--- src/rtl/prime_sched_pkg.sv ---
// Shared types and helpers for the prime_sched round-robin primality scheduler.
package prime_sched_pkg;

    typedef enum logic [1:0] {
        IDLE,
        CHECK,
        DONE
    } state_e;

    localparam int NREQ_DEF = 2;
    localparam int W_DEF    = 8;

    // Operands are widened to MAXW before squaring so the product never wraps.
    localparam int MAXW = 32;

    function automatic logic isqrt_bound(input logic [MAXW-1:0] d, input logic [MAXW-1:0] num);
        logic [2*MAXW-1:0] dp1;
        dp1 = {{MAXW{1'b0}}, d} + (2*MAXW)'(1);
        return (dp1 * dp1) > {{MAXW{1'b0}}, num};
    endfunction

endpackage

--- src/rtl/prime_sched_if.sv ---
// Request/response bundle between the requesters, the response consumer and prime_sched.
interface prime_sched_if
    import prime_sched_pkg::*;
#(
    parameter int NREQ = NREQ_DEF,
    parameter int W    = W_DEF
);
    localparam int IDW = $clog2(NREQ);

    logic [NREQ-1:0]   req_valid;
    logic [NREQ*W-1:0] req_num;
    logic [NREQ-1:0]   req_ready;
    logic              rsp_valid;
    logic              rsp_ready;
    logic              rsp_prime;
    logic [W-1:0]      rsp_num;
    logic [IDW-1:0]    rsp_id;
    logic              busy;

    modport master (
        output req_valid, req_num, rsp_ready,
        input  req_ready, rsp_valid, rsp_prime, rsp_num, rsp_id, busy
    );

    modport slave (
        input  req_valid, req_num, rsp_ready,
        output req_ready, rsp_valid, rsp_prime, rsp_num, rsp_id, busy
    );

endinterface

--- src/rtl/prime_trial_engine.sv ---
// Sequential trial-division engine: one divisor per cycle, early exit on a factor or past sqrt(num).
module prime_trial_engine
    import prime_sched_pkg::*;
#(
    parameter int W = W_DEF
) (
    input  logic         clk,
    input  logic         rst,
    input  logic         start_i,
    input  logic [W-1:0] num_i,
    output logic         done_o,
    output logic         is_prime_o
);
    localparam int DW = W / 2 + 1;

    logic [W-1:0]  num_q, num_d;
    logic [DW-1:0] d_q, d_d;
    logic          active_q, active_d;
    logic          trivial, divides, past_root;

    // Operands below 4 are answered in the start cycle; larger ones iterate from d=2.
    always_comb begin
        trivial    = num_i < W'(4);
        divides    = (num_q % W'(d_q)) == '0;
        past_root  = isqrt_bound(MAXW'(d_q), MAXW'(num_q));
        num_d      = num_q;
        d_d        = d_q;
        active_d   = active_q;
        done_o     = 1'b0;
        is_prime_o = 1'b0;
        if (active_q) begin
            if (divides || past_root) begin
                done_o     = 1'b1;
                is_prime_o = !divides;
                active_d   = 1'b0;
            end else begin
                d_d = d_q + DW'(1);
            end
        end else if (start_i) begin
            if (trivial) begin
                done_o     = 1'b1;
                is_prime_o = num_i >= W'(2);
            end else begin
                num_d    = num_i;
                d_d      = DW'(2);
                active_d = 1'b1;
            end
        end
    end

    always_ff @(posedge clk) begin
        if (rst) begin
            num_q    <= '0;
            d_q      <= DW'(2);
            active_q <= 1'b0;
        end else begin
            num_q    <= num_d;
            d_q      <= d_d;
            active_q <= active_d;
        end
    end

endmodule

--- src/rtl/prime_sched.sv ---
// Round-robin front end sharing one prime_trial_engine among NREQ requesters.
module prime_sched
    import prime_sched_pkg::*;
#(
    parameter int NREQ = NREQ_DEF,
    parameter int W    = W_DEF
) (
    input  logic         clk,
    input  logic         rst,
    prime_sched_if.slave bus
);
    localparam int IDW = $clog2(NREQ);

    state_e          state_q, state_d;
    logic [IDW-1:0]  ptr_q, ptr_d, id_q, id_d;
    logic [IDW-1:0]  grant_idx, cand;
    logic [W-1:0]    num_q, num_d;
    logic            prime_q, prime_d;
    logic            found, accept, eng_start, eng_done, eng_prime;
    logic [NREQ-1:0] ready;
    logic [W-1:0]    req_nums [NREQ];

    for (genvar g = 0; g < NREQ; g++) begin : g_unpack
        assign req_nums[g] = bus.req_num[g*W +: W];
    end

    // Search begins just after the last served requester so nobody is starved.
    always_comb begin
        found     = 1'b0;
        grant_idx = '0;
        cand      = '0;
        for (int k = 1; k <= NREQ; k++) begin
            cand = IDW'((int'(ptr_q) + k) % NREQ);
            if (!found && bus.req_valid[cand]) begin
                found     = 1'b1;
                grant_idx = cand;
            end
        end
        ready = '0;
        if (state_q == IDLE && found && !rst) begin
            ready[grant_idx] = 1'b1;
        end
        accept = |ready;
    end

    always_comb begin
        state_d   = state_q;
        ptr_d     = ptr_q;
        id_d      = id_q;
        num_d     = num_q;
        prime_d   = prime_q;
        eng_start = 1'b0;
        case (state_q)
            IDLE: begin
                if (accept) begin
                    eng_start = 1'b1;
                    ptr_d     = grant_idx;
                    id_d      = grant_idx;
                    num_d     = req_nums[grant_idx];
                    if (eng_done) begin
                        state_d = DONE;
                        prime_d = eng_prime;
                    end else begin
                        state_d = CHECK;
                    end
                end
            end
            CHECK: begin
                if (eng_done) begin
                    state_d = DONE;
                    prime_d = eng_prime;
                end
            end
            DONE: begin
                if (bus.rsp_ready) begin
                    state_d = IDLE;
                end
            end
            default: state_d = IDLE;
        endcase
    end

    always_ff @(posedge clk) begin
        if (rst) begin
            state_q <= IDLE;
            ptr_q   <= IDW'(NREQ - 1);
            id_q    <= '0;
            num_q   <= '0;
            prime_q <= 1'b0;
        end else begin
            state_q <= state_d;
            ptr_q   <= ptr_d;
            id_q    <= id_d;
            num_q   <= num_d;
            prime_q <= prime_d;
        end
    end

    prime_trial_engine #(.W(W)) u_engine (
        .clk        (clk),
        .rst        (rst),
        .start_i    (eng_start),
        .num_i      (req_nums[grant_idx]),
        .done_o     (eng_done),
        .is_prime_o (eng_prime)
    );

    assign bus.req_ready = ready;
    assign bus.rsp_valid = (state_q == DONE);
    assign bus.rsp_prime = prime_q;
    assign bus.rsp_num   = num_q;
    assign bus.rsp_id    = id_q;
    assign bus.busy      = (state_q != IDLE);

endmodule
--- src/flat_wrapper.sv ---
// flat-port wrapper written by rule: the top's interface ports become plain ports
module prime_sched_flat import prime_sched_pkg::*;
#(
    parameter int NREQ = NREQ_DEF,
    parameter int W    = W_DEF
)
  (clk, rst, bus_req_valid, bus_req_num, bus_rsp_ready, bus_req_ready, bus_rsp_valid, bus_rsp_prime, bus_rsp_num, bus_rsp_id, bus_busy);
  prime_sched_if #(.NREQ(NREQ), .W(W)) bus_i ();
  input  logic clk;
  input  logic rst;
  input wire logic [$bits(bus_i.req_valid)-1:0] bus_req_valid;
  input wire logic [$bits(bus_i.req_num)-1:0] bus_req_num;
  input wire logic [$bits(bus_i.rsp_ready)-1:0] bus_rsp_ready;
  output wire logic [$bits(bus_i.req_ready)-1:0] bus_req_ready;
  output wire logic [$bits(bus_i.rsp_valid)-1:0] bus_rsp_valid;
  output wire logic [$bits(bus_i.rsp_prime)-1:0] bus_rsp_prime;
  output wire logic [$bits(bus_i.rsp_num)-1:0] bus_rsp_num;
  output wire logic [$bits(bus_i.rsp_id)-1:0] bus_rsp_id;
  output wire logic [$bits(bus_i.busy)-1:0] bus_busy;
  assign bus_i.req_valid = bus_req_valid;
  assign bus_i.req_num = bus_req_num;
  assign bus_i.rsp_ready = bus_rsp_ready;
  assign bus_req_ready = bus_i.req_ready;
  assign bus_rsp_valid = bus_i.rsp_valid;
  assign bus_rsp_prime = bus_i.rsp_prime;
  assign bus_rsp_num = bus_i.rsp_num;
  assign bus_rsp_id = bus_i.rsp_id;
  assign bus_busy = bus_i.busy;
  prime_sched #(.NREQ(NREQ), .W(W)) u_core (.clk(clk), .rst(rst), .bus(bus_i));
endmodule
--- config.mk ---
export PLATFORM = sky130hd
export DESIGN_NAME = prime_sched_flat
export DESIGN_NICKNAME = d
export VERILOG_FILES = /design/src/rtl/prime_sched_pkg.sv /design/src/rtl/prime_sched_if.sv /design/src/rtl/prime_trial_engine.sv /design/src/rtl/prime_sched.sv /design/src/flat_wrapper.sv
export SDC_FILE = /design/constraint.sdc
export NUM_CORES = 1
export LEC_CHECK = 0
export ABC_CLOCK_PERIOD_IN_PS = 23600
export BUFFER_PORTS_ARGS = -buffer_cell sky130_fd_sc_hd__buf_2
export CORE_UTILIZATION = 63
export DETAILED_ROUTE_END_ITERATION = 16
export HOLD_SLACK_MARGIN = 0.03
export PLACE_DENSITY = 0.84
export SLEW_MARGIN = 10
export SYNTH_ARGS = -nofsm -noshare
export SYNTH_HDL_FRONTEND = slang
export SYNTH_HIERARCHICAL = 1
export SYNTH_SLANG_ARGS = --single-unit
--- constraint.sdc ---
create_clock -name clk -period 23.6 [get_ports clk]
set_input_delay 0 -clock clk [delete_from_list [all_inputs] [get_ports clk]]
set_output_delay 0 -clock clk [all_outputs]
set_load 0.01 [all_outputs]
==> results of run 1 <==
-- placed cells by master, fill, tap and decap left out, drive strengths merged, types with 12 or more instances in the layout --
cell type / count
a21oi: 39
nand2: 44
buf: 34
mux2i: 13
inv: 35
nor2: 56
dlygate4sd3: 14
nor3: 14
dfxtp: 27
nand2b: 16
xnor2: 13
o21ai: 18
ha: 53
nand3: 12
-- repair_timing --
action / 4_1_cts / 5_1_grt
hold buffers: 14 / 0
hold endpoints to repair: 7 / 0
setup endpoints to repair: 0 / 0
-- cells in the mapped netlist, drive strengths merged, types with 10 or more instances --
cell type  number  share of area
nor2           56          0.055
ha             53           0.17
nand2          44          0.043
a21oi          39          0.052
inv            35          0.034
dfxtp          27           0.14
o21ai          18          0.025
nand2b         16          0.028
nor3           14          0.020
mux2i          13          0.034
xnor2          13          0.030
nand3          12          0.017
nor2b          10          0.016
o21a           10          0.020
-- worst paths after layout --
| check | slack, ns | startpoint | cells after the start | end |
|---|---|---|---|---|
| worst max-delay path | 10.10 | u_core/u_engine/d_q[0] | 50 | u_core/bus.rsp_prime |
| worst min-delay path | 0.05 | bus_req_num[1] | 3 | u_core/bus.rsp_num[1] |
| worst max register to register | 10.10 | u_core/u_engine/d_q[0] | 50 | u_core/bus.rsp_prime |
| worst min register to register | 0.49 | u_core/bus.rsp_id | 2 | u_core/bus.rsp_id |
-- metal layers --
metal / wire, um / global-route usage / up-vias / part of all wire
met3: 568 / 0.0411 / 15 / 0.060
met2: 4590 / 0.552 / 133 / 0.49
li1: - / - / 1852 / -
met4: 132 / 0.0750 / 0 / 0.014
met1: 4160 / 0.389 / 1783 / 0.44
met5: 0 / 0 / - / 0
-- state kept, by name, indices dropped and copies added (netlist names) --
name / count
u_core/u_engine/active_q: 1
u_core/bus.rsp_id: 1
u_core/bus.rsp_num: 8
u_core/u_engine/num_q: 8
u_core/state_q: 2
u_core/bus.rsp_prime: 1
u_core/ptr_q: 1
u_core/u_engine/d_q: 5
-- kinds of logic (layout without fill, tap and decap cells) --
kind of cell,after synthesis,after routing,share of synthesized area
adder cells (fa/ha/maj),62,62,0.221
AND/OR/NAND/NOR,186,186,0.250
buffers and inverters,51,87,0.0579
AO/OA/AOI/OAI,125,125,0.232
multiplexers,20,20,0.0547
other,2,2,0.00196
XOR/XNOR,18,18,0.0412
flip-flops,27,27,0.141
-- final cells by class --
class | instances | area share
Clock inverter | 1 | 0.00179
Multi-Input combinational cell | 413 | 0.732
Inverter | 35 | 0.0313
Tap cell | 75 | 0.0224
Clock buffer | 3 | 0.00985
Timing Repair Buffer | 48 | 0.0740
Sequential cell | 27 | 0.129
-- tightest hold or removal path, delay by kind of cell --
| family | cells | cell delay (ns) |
|---|---|---|
| buffers and inverters | 1 | 0.10 |
| AO/OA/AOI/OAI | 1 | 0.10 |
| AND/OR/NAND/NOR | 1 | 0.08 |
-- through the flow --
step / instances / util / instance area [um^2]
2_1_floorplan: 491 / - / 3820
3_3_place_gp: 584 / 0.680 / 4000
3_5_place_dp: 584 / 0.680 / 4000
4_1_cts: 602 / 0.712 / 4190
5_1_grt: 602 / 0.712 / 4190
6_report: 602 / 0.712 / 4190
==> impl_metrics.csv, run 1 <==
group,metric,value,unit
critical_path,critical_path.slowest_cell,"o311ai_2",
synthesis,syn_area,3820,um^2
critical_path,critPathBufInv,1,
detailed_routing,drc,0,
critical_path,required,23.80,ns
critical_path,worstPathArrival,13.71,ns
synthesis,synth-edff-count,0,
layout,seqCellArea,541,um^2
synthesis,synth_cell_types,77,
detailed_routing,ant_nets,0,
critical_path,critPathTopFamily,"compound AO/OA/AOI/OAI gates",
global_routing,track_usage,0.309,
die,die_w,79.9,um
detailed_routing,routed_wl,9450,um
run,max_cap_violations,0,
placement,io_buffers,34,
layout,drive_gt1_frac,0.125,
critical_path,max_stage_delay,0.64,ns
status,status,"finished clean",
global_routing,grt_pass1_vias,3659,
layout,diodes,0,
global_routing,grt_max_degree,32,
layout,area_growth,9.69,%
clock_tree,root_buffer,"clkbuf_8",
clock_tree,cts_post_setup_buffers_inserted,0,
critical_path,critical_path.startpoint_type,"flip-flop",
die,io_pins,35,
placement,pre_cts_ws,10.33,ns
detailed_routing,route.detailed.wl_per_inst,15.7,um
timing,tightest_slew,1.20,ns
synthesis,synth_flop_cell,"dfxtp_1",
die,fp.coreArea,5890,um^2
timing,fin_crit,13.50,ns
synthesis,ys_ff_latch,27,
timing,fmax,74.1,MHz
timing,finalSetupViolCount,0,
timing,setup_ws,10.10,ns
clock_tree,clk_path_buf_depth,2,
die,design.die.area,6380,um^2
critical_path,critPathKind,"flip-flop to flip-flop",
critical_path,cpMostUsedCell,"ha_1",
detailed_routing,num_vias,3783,
critical_path,cp_max_fo,11,
timing,slew_violations,0,
timing,hold_viol,0,
layout,nFillCells,453,
detailed_routing,drt_first_pass_iters,4,
clock_tree,numCtsBuffers,3,
timing,slew_headroom,0.200,
die,fp.dieH,79.9,um
layout,nNetsFinal,611,
die,rows,28,
clock_tree,htreeDepth,1,
critical_path,critPathCaptureType,"flip-flop",
detailed_routing,viasPerCell,6.28,
placement,finalWeightedCongestion,0.922,
timing,rsz0062_at_grt,"false",
clock_tree,cts_tree,"built",
synthesis,async_reset_ff_frac,0,
global_routing,grt_overflow,0,
synthesis,synth_nets,574,
global_routing,antenna_found_initial,0,
clock_tree,path_clk_slew,0.10,ns
layout,multi_input_area,3070,um^2
synthesis,yosysWarnings,6,
timing,fin_tns_setup,0,ns
clock_tree,insertion_delay,0.27,ns
worst_hold_path,hold_path_class,"input port to flip-flop",
synthesis,synthCells,491,
detailed_routing,initialDrtViolationCount,207,
clock_tree,cts_sinks,27,
timing,fin_hold_ws,0.0494,ns
placement,place_hpwl,7430,um
global_routing,grt_pass1_wl,16000,um
clock_tree,cts_resized,0,
synthesis,synth-seq-area-share,0.141,
die,start_util,0.649,
synthesis,syn_avg_cell_area,7.78,um^2
timing,fin_skew,0.00408,ns
timing,period_share,0.572,
Power of run 1 is not shown: default switching activity piles up to over one toggle a cycle in this logic, so the estimate is an artifact.
==> run 2: changes to the inputs <==
--- a/config.mk
+++ b/config.mk
@@ -5,12 +5,13 @@
 export SDC_FILE = /design/constraint.sdc
 export NUM_CORES = 1
 export LEC_CHECK = 0
-export ABC_CLOCK_PERIOD_IN_PS = 23600
+export ABC_AREA = 1
+export ABC_CLOCK_PERIOD_IN_PS = 12300
 export BUFFER_PORTS_ARGS = -buffer_cell sky130_fd_sc_hd__buf_2
-export CORE_UTILIZATION = 63
+export CORE_UTILIZATION = 56
 export DETAILED_ROUTE_END_ITERATION = 16
 export HOLD_SLACK_MARGIN = 0.03
-export PLACE_DENSITY = 0.84
+export PLACE_DENSITY = 0.79
 export SLEW_MARGIN = 10
 export SYNTH_ARGS = -nofsm -noshare
 export SYNTH_HDL_FRONTEND = slang
==> constraint.sdc (replaced) <==
create_clock -name clk -period 12.3 [get_ports clk]
set_input_delay 0 -clock clk [delete_from_list [all_inputs] [get_ports clk]]
set_output_delay 0 -clock clk [all_outputs]
set_load 0.01 [all_outputs]
==> run 2 against run 1 <==
Hold slack lost 0.028 ns. Non-clock buffer count shrank 11. Critical path depth grew 30. Setup slack lost 8.7 ns. Area after synthesis grew 3.2%. Wire length shrank 9.9%. Sequential cell count is the same. First-iteration DRC count shrank 43%. Via count shrank 0.61%. Cell count grew 20%. Fmax grew 24%. Global-route usage shrank 5.8 points.
==> impl_metrics.csv, run 2 <==
group,metric,value,unit
synthesis,synthCells,597,
layout,nFillCells,622,
placement,place_hpwl,7050,um
critical_path,required,12.48,ns
global_routing,grt_pass1_wl,15600,um
detailed_routing,route.detailed.wl_per_inst,11.8,um
timing,finalSetupViolCount,0,
clock_tree,root_buffer,"clkbuf_8",
layout,final_area,4250,um^2
critical_path,critPathTopFamily,"simple AND/OR/NAND/NOR gates",
timing,rsz0062_at_grt,"false",
detailed_routing,num_vias,3760,
timing,fin_crit,10.86,ns
synthesis,yosys.cell_count.top_type,"nand2_1",
die,design.die.area,7380,um^2
timing,slew_headroom,0.517,
synthesis,syn_area,3950,um^2
die,rows,30,
critical_path,critPathBufInv,12,
run,max_cap_violations,0,
timing,fin_tns_setup,0,ns
global_routing,track_usage,0.252,
critical_path,critPathCaptureType,"flip-flop",
clock_tree,cts_tree,"built",
synthesis,synth_cell_types,47,
detailed_routing,drt_first_pass_iters,4,
die,start_util,0.581,
critical_path,max_stage_delay,0.58,ns
timing,tightest_slew,0.723,ns
layout,nNetsFinal,710,
status,status,"finished clean",
critical_path,rrSetupSlack,1.44,ns
die,die_w,85.9,um
global_routing,grt_overflow,0,
layout,final_common_cell,"nand2_1",
timing,slew_violations,0,
synthesis,netlist.top_cell.by_area,"ha_1",
timing,hold_viol,0,
critical_path,critical_path.startpoint_type,"flip-flop",
die,fp.dieH,85.9,um
synthesis,synth-seq-area-share,0.137,
timing,period_share,0.883,
synthesis,ys_top_cells_by_count,"nand2_1, inv_1, ha_1",
synthesis,ys_top_cells_by_area,"ha_1, nand2_1, dfxtp_1",
synthesis,async_reset_ff_frac,0,
synthesis,synth_flop_cell,"dfxtp_1",
worst_hold_path,hold_path_class,"input port to flip-flop",
critical_path,cp_max_fo,10,
synthesis,yosysWarnings,6,
placement,finalWeightedCongestion,0.871,
critical_path,worstPathArrival,11.04,ns
critical_path,critPathKind,"flip-flop to flip-flop",
layout,layout_common_cells,"nand2_1, inv_1, ha_1",
detailed_routing,ant_nets,0,
global_routing,grt_pass1_vias,3625,
synthesis,syn_avg_cell_area,6.61,um^2
global_routing,antenna_found_initial,0,
detailed_routing,routed_wl,8520,um
global_routing,grt_max_degree,26,
synthesis,yosysTopAreaCellShare,0.168,
synthesis,synth_nets,680,
critical_path,cpMostUsedCell,"nand2_1",
critical_path,critical_path.slowest_cell,"dfxtp_1",
detailed_routing,initialDrtViolationCount,118,
timing,fmax,92.1,MHz
synthesis,synth-edff-count,0,
clock_tree,cts_sinks,27,
placement,postPlaceCellArea,4170,um^2
clock_tree,htreeDepth,1,
clock_tree,numCtsBuffers,3,
clock_tree,path_clk_slew,0.10,ns
detailed_routing,viasPerCell,5.21,
layout,diodes,0,
clock_tree,clk_path_buf_depth,2,
layout,drive_gt1_frac,0.152,
die,fp.coreArea,6790,um^2
synthesis,ys_ff_latch,27,
detailed_routing,drc,0,
clock_tree,insertion_delay,0.28,ns
layout,area_growth,7.68,%
timing,fin_skew,0.00907,ns
die,io_pins,35,
placement,io_buffers,34,
run 2: cell types whose count changed after synthesis, moves of 10 or more:
cell	before	now
nand2b_1	15	0
nand2_1	44	151
nand2_2	0	12
mux2i_1	13	0
nor2b_1	10	0
nand3_2	1	13
nor3_1	13	2
inv_1	35	87
nand3_1	11	41
run 2: final timing paths:
kind                               start              endpoint  cells past startpoint
hold / removal             bus_rsp_ready     u_core/state_q[1]                      3
setup / recovery  u_core/u_engine/d_q[0]  u_core/bus.rsp_prime                     80
hold reg to reg             u_core/ptr_q          u_core/ptr_q                      2
setup reg to reg  u_core/u_engine/d_q[0]  u_core/bus.rsp_prime                     80
run 2: logic make-up after synthesis:
family | synth area share
AND/OR/NAND/NOR | 0.376
buffers and inverters | 0.105
AO/OA/AOI/OAI | 0.119
adder cells (fa/ha/maj) | 0.214
flip-flops | 0.137
XOR/XNOR | 0.0466
other | 0.00190
run 2: metal layers:
metal | vias to the layer above | wire [um] | global-route usage
met1 | 1678 | 4050 | 0.335
met3 | 10 | 302 | 0.0183
met4 | 0 | 77 | 0.0424
met2 | 80 | 4090 | 0.450
met5 | - | 0 | 0
li1 | 1992 | - | -
run 2: timing repair:
item / in CTS / in global routing
endpoints found under the hold margin: 4 / 0
hold buffers: 1 / 0
buffers inserted: 0 / 2
setup endpoints to repair: 0 / 2
gates resized for setup: 0 / 1
run 2: area by class of cell:
type	count	area, um^2	share of cell area
multi-input cells	465	2990	0.704
flip-flops and latches	27	541	0.127
inverters	93	355	0.0837
repair buffers	37	195	0.0459
well taps	96	120	0.0283
clock buffers	3	41.3	0.00972
clock inverters	1	5.00	0.00118
run 2: metrics by stage:
step	hold WS, ns	std cells	setup WS, ns	util
6_report	0.0217	722	1.44	0.625
3_3_place_gp	0.296	715	1.86	0.614
3_5_place_dp	0.301	715	1.46	0.614
5_1_grt	0.0390	722	0.0969	0.625
4_1_cts	0.0312	720	1.44	0.622
2_1_floorplan	0.0691	597	2.75	-
run 2: worst min-delay path: stages:
cell      delay, ns
buf_2          0.07
nand3b_1       0.12
a21oi_1        0.07
Power of run 2 is left out for the same reason.
==> run 3: changes to the inputs <==
--- a/config.mk
+++ b/config.mk
@@ -6,7 +6,7 @@
 export NUM_CORES = 1
 export LEC_CHECK = 0
 export ABC_AREA = 1
-export ABC_CLOCK_PERIOD_IN_PS = 12300
+export ABC_CLOCK_PERIOD_IN_PS = 9050
 export BUFFER_PORTS_ARGS = -buffer_cell sky130_fd_sc_hd__buf_2
 export CORE_UTILIZATION = 56
 export DETAILED_ROUTE_END_ITERATION = 16
@@ -15,5 +15,4 @@
 export SLEW_MARGIN = 10
 export SYNTH_ARGS = -nofsm -noshare
 export SYNTH_HDL_FRONTEND = slang
-export SYNTH_HIERARCHICAL = 1
 export SYNTH_SLANG_ARGS = --single-unit
==> constraint.sdc (replaced) <==
create_clock -name clk -period 9.05 [get_ports clk]
set_input_delay 0 -clock clk [delete_from_list [all_inputs] [get_ports clk]]
set_output_delay 0 -clock clk [all_outputs]
set_load 0.01 [all_outputs]
==> run 3 against run 2 <==
The flow now finishes with violations (negative setup slack). First-iteration DRC count up 99%. Global-route usage up 4.4 points. Core utilization up 18 points. Synthesized cell count down 2.0%. Die area down 2.2%. Register-to-register slack worse by 1.5 ns. Critical endpoint is now u_core.u_engine.d_q[3]. Critical path depth down 6.
==> impl_metrics.csv, run 3 <==
group,metric,value,unit
status,violations,"negative setup slack",
placement,io_buffers,34,
clock_tree,path_clk_slew,0.10,ns
layout,drive_gt1_frac,0.376,
layout,area_growth,36.0,%
critical_path,cp_max_fo,6,
synthesis,synth_flop_cell,"dfxtp_1",
critical_path,cpMostUsedCell,"nand2_2",
synthesis,synth-adder-area-share,0.219,
die,fp.coreArea,6490,um^2
critical_path,critPathTopFamily,"simple AND/OR/NAND/NOR gates",
timing,tightest_slew,0.741,ns
clock_tree,clk_path_buf_depth,2,
critical_path,worstPathArrival,9.35,ns
layout,final_core_util,0.807,
synthesis,synth_top_family_by_area,"simple AND/OR/NAND/NOR gates",
timing,fin_crit,9.13,ns
synthesis,ys_ff_latch,27,
critical_path,critical_path.startpoint_type,"flip-flop",
worst_hold_path,whs_endpoint,"u_core.bus.rsp_num[4]",
synthesis,async_reset_ff_frac,0,
layout,diodes,0,
synthesis,yosys.cell_count.top_type,"nand2_1",
die,design.die.area,7220,um^2
detailed_routing,viasPerCell,5.71,
placement,postPlaceCellArea,4390,um^2
timing,hold_viol,0,
detailed_routing,drc,0,
critical_path,critPathBufInv,12,
synthesis,synth_xor_area_frac,0.0454,
die,fp.dieH,85.0,um
clock_tree,cts_sinks,27,
synthesis,yosysWarnings,0,
synthesis,synth-simple-area-share,0.351,
worst_hold_path,min_from,"bus_req_num[12]",
critical_path,critPathCaptureType,"flip-flop",
global_routing,antenna_found_initial,0,
run,max_cap_violations,0,
critical_path,critPathKind,"flip-flop to flip-flop",
critical_path,rr_worst_depth,74,
layout,seqCellArea,543,um^2
clock_tree,root_buffer,"clkbuf_8",
layout,multi_input_area,3500,um^2
timing,fin_skew,0.00436,ns
synthesis,synthCells,585,
placement,place_hpwl,7800,um
clock_tree,htreeDepth,1,
die,rows,29,
synthesis,syn_area,3850,um^2
synthesis,yosysTopAreaCellShare,0.172,
synthesis,synth-seq-area-share,0.140,
timing,fin_tns_setup,-0.316,ns
detailed_routing,initialDrtViolationCount,235,
layout,nNetsFinal,764,
timing,setup_ws,-0.0808,ns
critical_path,reg2reg_from,"u_core.u_engine.d_q[0]",
die,start_util,0.594,
synthesis,syn_avg_cell_area,6.59,um^2
timing,slew_headroom,0.502,
detailed_routing,routed_wl,12100,um
worst_hold_path,worstHoldPathCells,3,
synthesis,synth_nets,668,
layout,final_common_cell,"nand2_1",
global_routing,grt_max_degree,22,
synthesis,synth-compound-area-share,0.141,
critical_path,crit_cells,74,
timing,slew_violations,0,
timing,fin_hold_ws,0.0662,ns
global_routing,grt_pass1_vias,4106,
die,die_w,85.0,um
placement,finalWeightedCongestion,0.858,
worst_hold_path,hold_path_class,"input port to flip-flop",
layout,nFillCells,414,
detailed_routing,route.detailed.wl_per_inst,16.0,um
timing,rsz0062_at_grt,"true",
synthesis,netlist.top_cell.by_area,"ha_1",
critical_path,critical_path.slowest_cell,"dfxtp_2",
timing,fmax,110,MHz
clock_tree,insertion_delay,0.28,ns
detailed_routing,ant_nets,0,
synthesis,ys_top_cells_by_count,"nand2_1, inv_1, nor2_1",
synthesis,synthMuxAreaShare,0,
global_routing,track_usage,0.295,
critical_path,required,9.27,ns
global_routing,grt_overflow,0,
synthesis,ys_top_cells_by_area,"ha_1, dfxtp_1, nand2_1",
synthesis,synth_cell_types,44,
critical_path,rrSetupSlack,-0.08,ns
critical_path,max_stage_delay,0.35,ns
die,io_pins,35,
clock_tree,cts_tree,"built",
timing,finalSetupViolCount,7,
global_routing,grt_pass1_wl,17500,um
clock_tree,numCtsBuffers,3,
synthesis,synth-edff-count,0,
timing,period_share,1.01,
status,status,"finished with violations",
detailed_routing,num_vias,4324,
critical_path,rr_endpoint,"u_core.u_engine.d_q[3]",
detailed_routing,drt_first_pass_iters,5,
layout,layout_common_cells,"nand2_1, inv_1, buf_4",
layout,final_area,5240,um^2
[run 3: cell types whose count changed after synthesis, moves of 3 or more]
| cell | previous run | this run |
|---|---|---|
| a211oi_1 | 1 | 4 |
| a21oi_1 | 35 | 25 |
| nand2_1 | 151 | 126 |
| nand2_2 | 12 | 16 |
| nand3_1 | 41 | 38 |
| nand3_2 | 13 | 7 |
| nand3b_1 | 4 | 1 |
| nor2_1 | 47 | 58 |
| o21ai_0 | 20 | 36 |
| or2_2 | 4 | 10 |
[run 3: timing repair]
item | CTS | global route
endpoints found under the setup margin | 9 | 9
pin swaps | 21 | 66
hold buffers | 5 | 0
hold endpoints to repair | 7 | 0
buffers inserted | 5 | 16
resized for setup | 40 | 95
[run 3: layer usage]
layer,GRT usage,part of all wire,routed length [um]
met1,0.333,0.39,4710
met2,0.565,0.52,6300
met3,0.0379,0.052,625
met4,0.105,0.040,487
met5,0,0,0
[run 3: logic make-up after synthesis]
kind of cell	after synthesis
flip-flops	27
XOR/XNOR	20
buffers and inverters	101
AO/OA/AOI/OAI	89
AND/OR/NAND/NOR	284
other	2
adder cells (fa/ha/maj)	62
[run 3: layout make-up]
class | count | area share
Clock buffer | 3 | 0.00787
Tap cell | 77 | 0.0184
Inverter | 91 | 0.0680
Clock inverter | 1 | 0.000954
Timing Repair Buffer | 101 | 0.134
Sequential cell | 27 | 0.104
Multi-Input combinational cell | 457 | 0.668
[run 3: worst max path at each step]
stage                                   to                    from
global route        u_core.u_engine.d_q[3]  u_core.u_engine.d_q[0]
floorplan           u_core.u_engine.d_q[2]  u_core.u_engine.d_q[0]
CTS                 u_core.u_engine.d_q[2]  u_core.u_engine.d_q[0]
global placement    u_core.u_engine.d_q[3]  u_core.u_engine.d_q[0]
finish              u_core.u_engine.d_q[3]  u_core.u_engine.d_q[0]
detailed placement  u_core.u_engine.d_q[2]  u_core.u_engine.d_q[0]
[run 3: metrics by stage]
step                      setup WS (ns)  std cells
after floorplan                  0.0181        585
after global placement          -0.0839        727
after detailed placement         -0.527        727
after CTS                        0.0159        741
after global routing             -0.599        757
final                           -0.0808        757
[run 3: worst min-delay path: stages]
cell     delay (ns)
buf_2          0.08
o21ai_0        0.10
o21ai_0        0.14
Power of run 3 is left out for the same reason.
